## config.mk

```make
export PLATFORM = sky130hd
export DESIGN_NAME = fsm_vector_sequencer
export DESIGN_NICKNAME = d
export VERILOG_FILES = /design/src/rtl/fsm_vector_sequencer.sv
export SDC_FILE = /design/constraint.sdc
export NUM_CORES = 1
export LEC_CHECK = 0
export CORE_MARGIN = 10
export CORE_UTILIZATION = 30
export DETAILED_ROUTE_END_ITERATION = 12
export PLACE_DENSITY = 0.47
export SYNTH_ARGS = -nofsm -noshare
export SYNTH_HDL_FRONTEND = slang
export SYNTH_SLANG_ARGS = --single-unit
```

## constraint.sdc

```tcl
create_clock -name clk -period 5.52 [get_ports clk]
set_input_delay 0.552 -clock clk [delete_from_list [all_inputs] [get_ports clk]]
set_output_delay 0.552 -clock clk [all_outputs]
set_load 0.01 [all_outputs]
```

## src/rtl/fsm_vector_sequencer.sv

```systemverilog
// Plays a host-loaded {rst,w,expz} vector table into a single-input Moore FSM,
// checks its z one cycle behind each vector and logs the mismatches.
module fsm_vector_sequencer #(
    parameter int unsigned DEPTH  = 16,
    parameter int unsigned ADDR_W = 4,
    parameter int unsigned ERR_W  = 8
) (
    input  logic              clk,
    input  logic              reset,
    input  logic              load_en,
    input  logic [ADDR_W-1:0] load_addr,
    input  logic [2:0]        load_data,
    input  logic [ADDR_W:0]   num_vec,
    input  logic              start,
    output logic              dut_reset,
    output logic              dut_w,
    input  logic              dut_z,
    output logic              busy,
    output logic              done,
    output logic              mismatch,
    output logic [ERR_W-1:0]  err_count,
    output logic              first_err_valid,
    output logic [ADDR_W-1:0] first_err_idx
);

    localparam int unsigned NV_W = ADDR_W + 1;

    typedef enum logic [1:0] {
        IDLE  = 2'd0,
        RUN   = 2'd1,
        DRAIN = 2'd2,
        DONE  = 2'd3
    } state_t;

    state_t            state_q, state_d;
    logic [2:0]        table_q [DEPTH];
    logic [ADDR_W-1:0] cur_q, cur_d;
    logic [ADDR_W-1:0] last_q, last_d;
    logic              chk_valid_q, chk_valid_d;
    logic              chk_exp_q, chk_exp_d;
    logic [ADDR_W-1:0] chk_idx_q, chk_idx_d;
    logic              dut_reset_q, dut_reset_d;
    logic              dut_w_q, dut_w_d;
    logic              busy_q, busy_d;
    logic              done_q, done_d;
    logic              mismatch_q, mismatch_d;
    logic [ERR_W-1:0]  err_q, err_d;
    logic              fev_q, fev_d;
    logic [ADDR_W-1:0] fei_q, fei_d;

    logic [NV_W-1:0]   n_clamp;
    logic [2:0]        rd0;

    // Table write; contents deliberately survive reset.
    always_ff @(posedge clk) begin
        if (load_en && !busy_q) begin
            table_q[load_addr] <= load_data;
        end
    end

    always_comb begin
        n_clamp = (num_vec > NV_W'(DEPTH)) ? NV_W'(DEPTH) : num_vec;
        // Entry 0 is launched on the start edge, so forward a same-cycle write.
        rd0     = (load_en && !busy_q && load_addr == '0) ? load_data : table_q[0];
    end

    always_comb begin
        state_d     = state_q;
        cur_d       = cur_q;
        last_d      = last_q;
        chk_valid_d = 1'b0;
        chk_exp_d   = table_q[cur_q][0];
        chk_idx_d   = cur_q;
        dut_reset_d = 1'b1;
        dut_w_d     = 1'b0;
        busy_d      = busy_q;
        done_d      = done_q;
        mismatch_d  = 1'b0;
        err_d       = err_q;
        fev_d       = fev_q;
        fei_d       = fei_q;

        // z now reflects the vector launched two edges ago.
        if (chk_valid_q && (dut_z != chk_exp_q)) begin
            mismatch_d = 1'b1;
            if (err_q != '1) begin
                err_d = err_q + ERR_W'(1);
            end
            if (!fev_q) begin
                fev_d = 1'b1;
                fei_d = chk_idx_q;
            end
        end

        case (state_q)
            IDLE, DONE: begin
                if (start) begin
                    err_d = '0;
                    fev_d = 1'b0;
                    fei_d = '0;
                    if (n_clamp == '0) begin
                        state_d = DONE;
                        done_d  = 1'b1;
                    end else begin
                        state_d     = RUN;
                        busy_d      = 1'b1;
                        done_d      = 1'b0;
                        cur_d       = '0;
                        last_d      = ADDR_W'(n_clamp - NV_W'(1));
                        dut_reset_d = rd0[2];
                        dut_w_d     = rd0[1];
                    end
                end
            end
            RUN: begin
                chk_valid_d = 1'b1;
                if (cur_q == last_q) begin
                    state_d = DRAIN;
                end else begin
                    cur_d       = cur_q + ADDR_W'(1);
                    dut_reset_d = table_q[cur_q + ADDR_W'(1)][2];
                    dut_w_d     = table_q[cur_q + ADDR_W'(1)][1];
                end
            end
            DRAIN: begin
                state_d = DONE;
                busy_d  = 1'b0;
                done_d  = 1'b1;
            end
            default: state_d = IDLE;
        endcase
    end

    always_ff @(posedge clk) begin
        if (reset) begin
            state_q     <= IDLE;
            cur_q       <= '0;
            last_q      <= '0;
            chk_valid_q <= 1'b0;
            chk_exp_q   <= 1'b0;
            chk_idx_q   <= '0;
            dut_reset_q <= 1'b1;
            dut_w_q     <= 1'b0;
            busy_q      <= 1'b0;
            done_q      <= 1'b0;
            mismatch_q  <= 1'b0;
            err_q       <= '0;
            fev_q       <= 1'b0;
            fei_q       <= '0;
        end else begin
            state_q     <= state_d;
            cur_q       <= cur_d;
            last_q      <= last_d;
            chk_valid_q <= chk_valid_d;
            chk_exp_q   <= chk_exp_d;
            chk_idx_q   <= chk_idx_d;
            dut_reset_q <= dut_reset_d;
            dut_w_q     <= dut_w_d;
            busy_q      <= busy_d;
            done_q      <= done_d;
            mismatch_q  <= mismatch_d;
            err_q       <= err_d;
            fev_q       <= fev_d;
            fei_q       <= fei_d;
        end
    end

    assign dut_reset       = dut_reset_q;
    assign dut_w           = dut_w_q;
    assign busy            = busy_q;
    assign done            = done_q;
    assign mismatch        = mismatch_q;
    assign err_count       = err_q;
    assign first_err_valid = fev_q;
    assign first_err_idx   = fei_q;

endmodule

```

==> reports/qor.yml, run 1 <==
syn_area_um2: 3530
yosys_reg_bits: 82
cp.arrival_ns: 2.68
route.antenna.remaining_nets: 0
postSynth.asyncResetShare_pct: 0
clock_sinks: 82
class_of_the_tightest_hold_or_removal_check: "flip-flop to flip-flop"
synthDominantAreaCellType: "edfxtp_1"
antenna_found_initial: 0
area_growth_pct: 21.2
pwr-share-clk_pct: 32.4
die_height_um: 128
power_per_cell_area_nw_per_um2: 378
mostFrequentLayoutCells: "edfxtp_1, dfxtp_1, clkdlybuf4s50_1"
synth.area.top_cells: "edfxtp_1, dfxtp_1, mux4_2, mux4_1, nor2_1"
outcome: "finished clean"
sequential_cell_area_um2: 2120
drive_above_1_share_pct: 12.2
dieArea_um2: 16500
final_nets: 322
antenna-diode-count: 0
worstSetupEndpointType: "flip-flop"
place_congestion: 0.745
finalHoldViolCount: 0
power_switching_mw: 0.455
place_hpwl_mm: 5.24
vias_per_cell: 4.71
power.switching_fraction_pct: 28.1
cts_root_buffer: "clkbuf_16"
cts_tree: "done"
maxUsedRoutingLayer: "met4"
drt_wl_total_mm: 7.18
combinationalPowerShare_pct: 22.5
number_of_hold_buffers_added_after_cts: 0
via_count: 2104
tightest_slew_ns: 0.845
timing_max_transition_violations_final: 0
internal_power_mw: 1.16
max_cap_viol_count: 0
period_share_pct: 44.6
grt_pass1_vias: 2248
synth_edf_count: 48
met2_length_mm: 3.38
initial_core_util_pct: 30.7
synth-main-ff-cell: "edfxtp_1"
fmax_mhz: 407
final.setup.tns_ns: 0
routedWlPerCell_um: 16.1
area_share_of_the_leading_cell_type_in_the_synthesized_netlist_pct: 40.9
htree_levels: 3
cts-root-to-sink-buffers: 2
crit_start_category: "input pin"
static_leakage_nw: 1.44
grt_max_degree: 21
io_buffers: 34
critical_path_peak_fanout: 9
drt-pass1-iter-count: 4
synth.distinct_cells: 41
syn-instance-count: 260
met3_wirelength_um: 454
layout_setup_ws_ns: 3.06
timing.final.crit_period_ns: 2.46
ys_warn_count: 0
fillers: 1104
worst_skew_pair.late_latency_ns: 0.33
clock_skew_ns: 0.00440
grt_use_total_pct: 9.14
setup_repair_after_global_routing_missed_its_margin: "no"
vdd.ir_drop.worst_mv: 0.207
detail_route.drc_violations: 0
worst_path_clk_slew_ns: 0.06
synth-seq-area-share_pct: 60.2
required_ns: 5.74
worst-setup-path-type: "input pin to flip-flop"
ioPinCount: 35
drt-initial-drc-count: 125
layout.cells.most_common: "edfxtp_1"
placement_rows: 39
dpl_worst_slack_ns: 2.72
wire_length_of_the_first_global_routing_pass_mm: 11.8
postCtsSetupRepairBufs: 0
multi_input_gate_area_in_the_final_layout_um2: 1340
design.core.area_um2: 11500
avgSynthCellArea_um2: 13.6
met1_length_mm: 3.26
number_of_cts_inserted_buffers: 9
hold_ws_ns: 0.459
sequentialPowerShare_pct: 45.0
max_slew_margin_pct: 43.5
post_cts_resize_count: 0
dieWidth_um: 128
overflow: 0
finalSetupViolations: 0
synth_fp_nets: 283
==> cell type report <==
cell class / instances / area share, %
Sequential cell: 82 / 49.6
Multi-Input combinational cell: 164 / 31.2
Timing Repair Buffer: 35 / 8.14
Clock buffer: 11 / 5.44
Tap cell: 143 / 4.19
Clock inverter: 5 / 0.732
Inverter: 7 / 0.615
==> metal layers <==
layer / track usage, % / up-vias
met1: 10.8 / 1003
met3: 3.45 / 8
li1: - / 1048
met4: 3.18 / 0
met2: 14.9 / 45
met5: 0 / -
==> worst max-delay path, stage by stage <==
cell and delay [ns]:
clkdlybuf4s50_1 0.47, nand2b_1 0.20, ha_1 0.23, nor4b_1 0.17, nor2_1 0.47, a2bb2oi_2 0.30
nor2b_1 0.08, a31o_2 0.21
==> final timing paths <==
kind                startpoint                to  slack [ns]  cells past startpoint
setup / recovery    num_vec[4]      chk_idx_d[1]        3.06                      8
hold / removal    chk_idx_q[3]  first_err_idx[3]        0.46                      2
setup reg to reg  chk_idx_d[0]             dut_w        3.08                      7
hold reg to reg   chk_idx_q[3]  first_err_idx[3]        0.46                      2
==> cell families (layout without fill, tap and decap cells) <==
| family | count (synthesis) | count (layout) | share of synthesized area [%] |
|---|---|---|---|
| AOI/OAI and AO/OA | 28 | 28 | 6.49 |
| buffers and inverters | 14 | 58 | 1.95 |
| and+or+nand+nor | 94 | 94 | 14.2 |
| adders and majority gates | 6 | 6 | 2.13 |
| xor gates and xnor gates | 12 | 12 | 2.98 |
| muxes | 24 | 24 | 12.0 |
| DFF | 82 | 82 | 60.2 |
==> registers in the layout, indices dropped and copies added, names as in the netlist <==
name             flops
table_q             48
err_count            8
chk_idx_d            4
chk_idx_q            4
first_err_idx        4
last_q               4
state_q              2
busy                 1
chk_exp_q            1
chk_valid_q          1
done                 1
dut_reset            1
dut_w                1
first_err_valid      1
mismatch             1
==> synth_stat cells (2+ instances only) <==
| cell | count |
|---|---|
| edfxtp_1 | 48 |
| dfxtp_1 | 34 |
| nor2_1 | 31 |
| nor3_1 | 11 |
| nand2_1 | 10 |
| mux2i_1 | 9 |
| nor2b_1 | 9 |
| xor2_1 | 9 |
| a21oi_1 | 8 |
| mux4_2 | 8 |
| nand2b_1 | 8 |
| nand3_1 | 8 |
| inv_1 | 7 |
| ha_1 | 6 |
| a211oi_1 | 5 |
| mux4_1 | 5 |
| o21ai_0 | 5 |
| or2_2 | 4 |
| or3_1 | 4 |
| clkbuf_1 | 3 |
| xnor2_1 | 3 |
| a311oi_1 | 2 |
| a31o_2 | 2 |
| buf_6 | 2 |
| mux2_2 | 2 |
| nand4bb_1 | 2 |
==> power groups by stage <==
stage	logic [mW]	clock network, mW	registers, mW
2_1_floorplan	0.266	0	0.733
3_3_place_gp	0.370	0	0.741
3_5_place_dp	0.372	0	0.741
4_1_cts	0.373	0.538	0.729
5_1_grt	0.409	0.561	0.735
6_report	0.364	0.524	0.728
==> stage by stage <==
| stage | cells | utilization [%] | power (mW) | cell area, µm² |
|---|---|---|---|---|
| floorplan | 260 | - | 0.999 | 3530 |
| global placement | 431 | 35.0 | 1.11 | 4010 |
| detailed placement | 431 | 35.0 | 1.11 | 4010 |
| CTS | 447 | 37.3 | 1.64 | 4270 |
| global route | 447 | 37.3 | 1.70 | 4270 |
| finish | 447 | 37.3 | 1.62 | 4270 |
(Power assumes the default switching activity.)
==> run 2: changes to the inputs <==
--- a/config.mk
+++ b/config.mk
@@ -8,7 +8,7 @@
 export CORE_MARGIN = 10
 export CORE_UTILIZATION = 30
 export DETAILED_ROUTE_END_ITERATION = 12
-export PLACE_DENSITY = 0.47
+export PLACE_DENSITY = 0.49
 export SYNTH_ARGS = -nofsm -noshare
 export SYNTH_HDL_FRONTEND = slang
 export SYNTH_SLANG_ARGS = --single-unit
==> constraint.sdc (replaced) <==
create_clock -name clk -period 2.1 [get_ports clk]
set_input_delay 0.21 -clock clk [delete_from_list [all_inputs] [get_ports clk]]
set_output_delay 0.21 -clock clk [all_outputs]
set_load 0.01 [all_outputs]
==> reports/qor.yml, run 2 (synthesis gave the netlist of run 1 again) <==
layout.cells.most_common: "edfxtp_1"
cts_root_buffer: "clkbuf_16"
grt_use_total_pct: 9.42
timing_max_transition_violations_final: 0
outcome: "finished clean"
antenna-diode-count: 0
met2_use_gr_pct: 15.0
finalHoldViolCount: 0
max_cap_viol_count: 0
mostFrequentLayoutCells: "edfxtp_1, dfxtp_1, clkdlybuf4s50_1"
drive_above_1_share_pct: 18.6
grt_use_met1_pct: 11.7
io_buffers: 34
ioPinCount: 35
finish.utilization_pct: 39.4
post_cts_resize_count: 0
worst_skew_pair.late_latency_ns: 0.33
detail_route.drc_violations: 0
period_share_pct: 92.1
grt_most_used_layer: "met2"
dieArea_um2: 16500
dieWidth_um: 128
routedWlPerCell_um: 15.7
max_slew_margin_pct: 58.5
final-instance-count-excl-fill: 471
class_of_the_tightest_hold_or_removal_check: "flip-flop to flip-flop"
worst-setup-path-type: "flip-flop to flip-flop"
wire_length_of_the_first_global_routing_pass_mm: 12.2
finalSetupViolations: 0
worstSetupEndpointType: "flip-flop"
max_flop_register: "table_q"
r2r_end: "chk_exp_q"
setup_repair_after_global_routing_missed_its_margin: "no"
antenna_found_initial: 0
min-delay-start: "chk_idx_q[3]"
timing.rr.start: "chk_idx_d[0]"
drt-initial-drc-count: 69
final_nets: 346
timing.final.crit_period_ns: 1.93
grt_max_degree: 20
cp.arrival_ns: 2.15
static_leakage_nw: 1.59
crit_start_category: "flip-flop"
place_hpwl_mm: 5.45
number_of_cts_inserted_buffers: 9
min_to: "first_err_idx[3]"
met3_global_route_usage_pct: 3.49
number_of_hold_buffers_added_after_cts: 0
grt_pass1_vias: 2325
route.antenna.remaining_nets: 0
reg2reg_depth: 4
via_count: 2196
vias_per_cell: 4.66
design.core.area_um2: 11500
dpl_worst_slack_ns: -0.0569
required_ns: 2.32
critical_path_peak_fanout: 5
drt_wl_total_mm: 7.37
timing.reg2reg.setup_slack_ns: 0.17
place_congestion: 0.752
fmax_mhz: 517
die_height_um: 128
initial_core_util_pct: 30.7
power_per_cell_area_nw_per_um2: 1030
tightest_slew_ns: 0.621
min_delay_path_depth: 2
drt-pass1-iter-count: 4
htree_levels: 3
dp.cells: 455
fillers: 1100
cts-root-to-sink-buffers: 2
clock_skew_ns: 0.00659
overflow: 0
worst_path_clk_slew_ns: 0.06
area_growth_pct: 28.0
largest_register_ffs: 48
vdd.ir_drop.worst_mv: 0.447
placement_rows: 39
clock_sinks: 82
total_power_mw: 4.65
postCtsSetupRepairBufs: 0
cts_tree: "done"
layout_setup_ws_ns: 0.167
## run 2: changes by cell type in the layout (fill, tap and decap cells not counted), sizes merged
cell      change
buf          +24
bufinv        +2
clkinvlp      -2
## run 2: layer usage
| metal | up-vias | wire length [µm] |
|---|---|---|
| li1 | 1099 | - |
| met1 | 1047 | 3470 |
| met2 | 41 | 3430 |
| met3 | 9 | 399 |
| met4 | 0 | 71 |
| met5 | - | 0 |
## run 2: area by class of cell
class | count | area [µm²] | area share [%]
clock buffers | 11 | 233 | 5.16
clock inverters | 5 | 78.8 | 1.75
inverters | 7 | 26.3 | 0.582
multi-input cells | 164 | 1340 | 29.6
flip-flops and latches | 82 | 2120 | 47.0
well taps | 143 | 179 | 3.96
repair buffers | 59 | 541 | 12.0
## run 2: how the worst max path moves through the flow
stage	startpoint	cells after the start	slack, ns	end
floorplan	state_q[0]	7	0.29	chk_idx_d[1]
global placement	num_vec[4]	9	-0.04	chk_idx_d[2]
detailed placement	num_vec[4]	9	-0.06	chk_idx_d[2]
CTS	chk_idx_d[0]	4	0.16	chk_exp_q
global route	chk_idx_d[0]	4	0.08	chk_exp_q
finish	chk_idx_d[0]	4	0.17	chk_exp_q
## run 2: power by group
part | total (mW) | leakage (nW) | switching, mW | internal (mW)
Sequential | 1.90 | 0.710 | 0.0784 | 1.82
Combinational | 1.13 | 0.738 | 0.574 | 0.558
Clock | 1.62 | 0.143 | 0.585 | 1.04
## run 2: critical path, stage by stage, from the launching register on
cell and delay, ns:
dfxtp_1 0.43, buf_4 0.20, mux4_1 0.56, mux4_2 0.49, nor2b_4 0.14
## run 2: per-stage QoR
step	TNS [ns]	instance area, µm²	hold slack [ns]
after CTS	0	4510	0.467
after global placement	-0.0457	4200	0.446
final	0	4510	0.466
after detailed placement	-0.0714	4200	0.452
after global routing	0	4510	0.504
after floorplan	0	3530	0.289
==> run 3: changes to the inputs <==
--- a/config.mk
+++ b/config.mk
@@ -5,9 +5,9 @@
 export SDC_FILE = /design/constraint.sdc
 export NUM_CORES = 1
 export LEC_CHECK = 0
-export CORE_MARGIN = 10
 export CORE_UTILIZATION = 30
 export DETAILED_ROUTE_END_ITERATION = 12
+export HOLD_SLACK_MARGIN = 0.12
 export PLACE_DENSITY = 0.49
 export SYNTH_ARGS = -nofsm -noshare
 export SYNTH_HDL_FRONTEND = slang
==> reports/qor.yml, run 3 (synthesis gave the netlist of run 1 again) <==
outcome: "finished clean"
worstSetupEndpointType: "flip-flop"
critical-path-top-delay-family: "multiplexers"
htree_levels: 3
largest_register_ffs: 48
power_per_cell_area_nw_per_um2: 1010
detail_route.drc_violations: 0
largest_stage_delay_on_the_critical_path_ns: 0.58
overflow: 0
routedWlPerCell_um: 15.2
met3_wirelength_um: 236
place_hpwl_mm: 5.18
stdcell_area_um2: 4490
max_cap_viol_count: 0
worst_path_clk_slew_ns: 0.06
die_height_um: 110
maxUsedRoutingLayer: "met4"
vias_per_cell: 4.69
required_ns: 2.31
class_of_the_tightest_hold_or_removal_check: "flip-flop to flip-flop"
setup_repair_after_global_routing_missed_its_margin: "no"
timing.reg2reg.setup_slack_ns: 0.14
max_flop_register: "table_q"
drt-pass1-iter-count: 4
number_of_cts_inserted_buffers: 9
antenna-diode-count: 0
placed_area_um2: 4200
finalHoldViolCount: 0
antenna_found_initial: 0
vdd.ir_drop.worst_mv: 0.468
dp.cells: 455
area_growth_pct: 27.4
clock_skew_ns: 0.00342
worst-setup-path-type: "flip-flop to flip-flop"
grt_pass1_vias: 2259
timing_max_transition_violations_final: 0
drt_wl_total_mm: 7.15
final-instance-count-excl-fill: 471
cts-root-to-sink-buffers: 2
clock_sinks: 82
period_share_pct: 93.2
critical_path_peak_fanout: 7
post_cts_resize_count: 0
grt_use_total_pct: 12.5
drive_above_1_share_pct: 18.6
dieWidth_um: 110
mostFrequentLayoutCells: "edfxtp_1, dfxtp_1, clkdlybuf4s50_1"
number_of_hold_buffers_added_after_cts: 0
timing.final.crit_period_ns: 1.96
io_buffers: 34
drt-initial-drc-count: 67
cp.arrival_ns: 2.16
via_count: 2209
place_congestion: 0.771
crit_buf_inv: 2
cts_root_buffer: "clkbuf_16"
finalSetupViolations: 0
static_leakage_nw: 1.58
final_nets: 346
cts_tree: "done"
design.core.area_um2: 11400
wire_length_of_the_first_global_routing_pass_mm: 11.7
layout.cells.most_common: "edfxtp_1"
critical-path-slowest-cell: "mux4_1"
fmax_mhz: 511
dieArea_um2: 12200
placement_rows: 39
postCtsSetupRepairBufs: 0
initial_core_util_pct: 30.9
met2_length_mm: 3.37
met1_length_mm: 3.45
max_slew_margin_pct: 60.5
route.antenna.remaining_nets: 0
crit_start_category: "flip-flop"
worst_skew_pair.late_latency_ns: 0.33
tightest_slew_ns: 0.591
timing.critical_path.cells: "buf_12 -> buf_4 -> mux4_1 -> mux2_2 -> nand3_1 -> nand4_1"
grt_max_degree: 20
ioPinCount: 35
-- run 3: path summary, 6_finish.rpt --
kind,startpoint,endpoint,depth (start not counted)
worst max-delay path,chk_idx_d[0],dut_reset,6
worst min-delay path,chk_idx_q[1],first_err_idx[1],2
worst max register to register,chk_idx_d[0],dut_reset,6
worst min register to register,chk_idx_q[1],first_err_idx[1],2
-- run 3: routing by layer --
| layer | GRT usage, % | vias up |
|---|---|---|
| met4 | 4.80 | 0 |
| met3 | 3.73 | 11 |
| met5 | 0 | - |
| li1 | - | 1100 |
| met1 | 16.0 | 1056 |
| met2 | 19.8 | 42 |
-- run 3: layout make-up --
class,instances,area (µm²)
Fill cell,1112,6930
Sequential cell,82,2120
Multi-Input combinational cell,164,1340
Timing Repair Buffer,59,541
Clock buffer,11,233
Tap cell,143,179
Clock inverter,5,55.1
Inverter,7,26.3
-- run 3: through the flow --
stage | total power [mW] | setup TNS (ns) | utilization [%] | setup slack (ns) | hold WS [ns]
final | 4.53 | 0 | 39.3 | 0.143 | 0.461
after global routing | 4.76 | 0 | 39.3 | 0.0100 | 0.476
after CTS | 4.57 | 0 | 39.3 | 0.100 | 0.466
after detailed placement | 3.05 | -0.278 | 36.8 | -0.111 | 0.453
after global placement | 3.04 | -0.0810 | 36.8 | -0.0597 | 0.444
after floorplan | 2.63 | 0 | - | 0.288 | 0.289
-- run 3: power by group --
part	total, mW	leakage (nW)	internal, mW	switching (mW)
registers	1.89	0.710	1.82	0.0754
clock network	1.53	0.133	0.916	0.610
logic	1.11	0.739	0.548	0.567
-- run 3: tightest hold or removal path: cells and delay by family (launching register included) --
family | cells | cell delay, ns
flops | 1 | 0.31
mux | 1 | 0.06
simple gates | 1 | 0.07
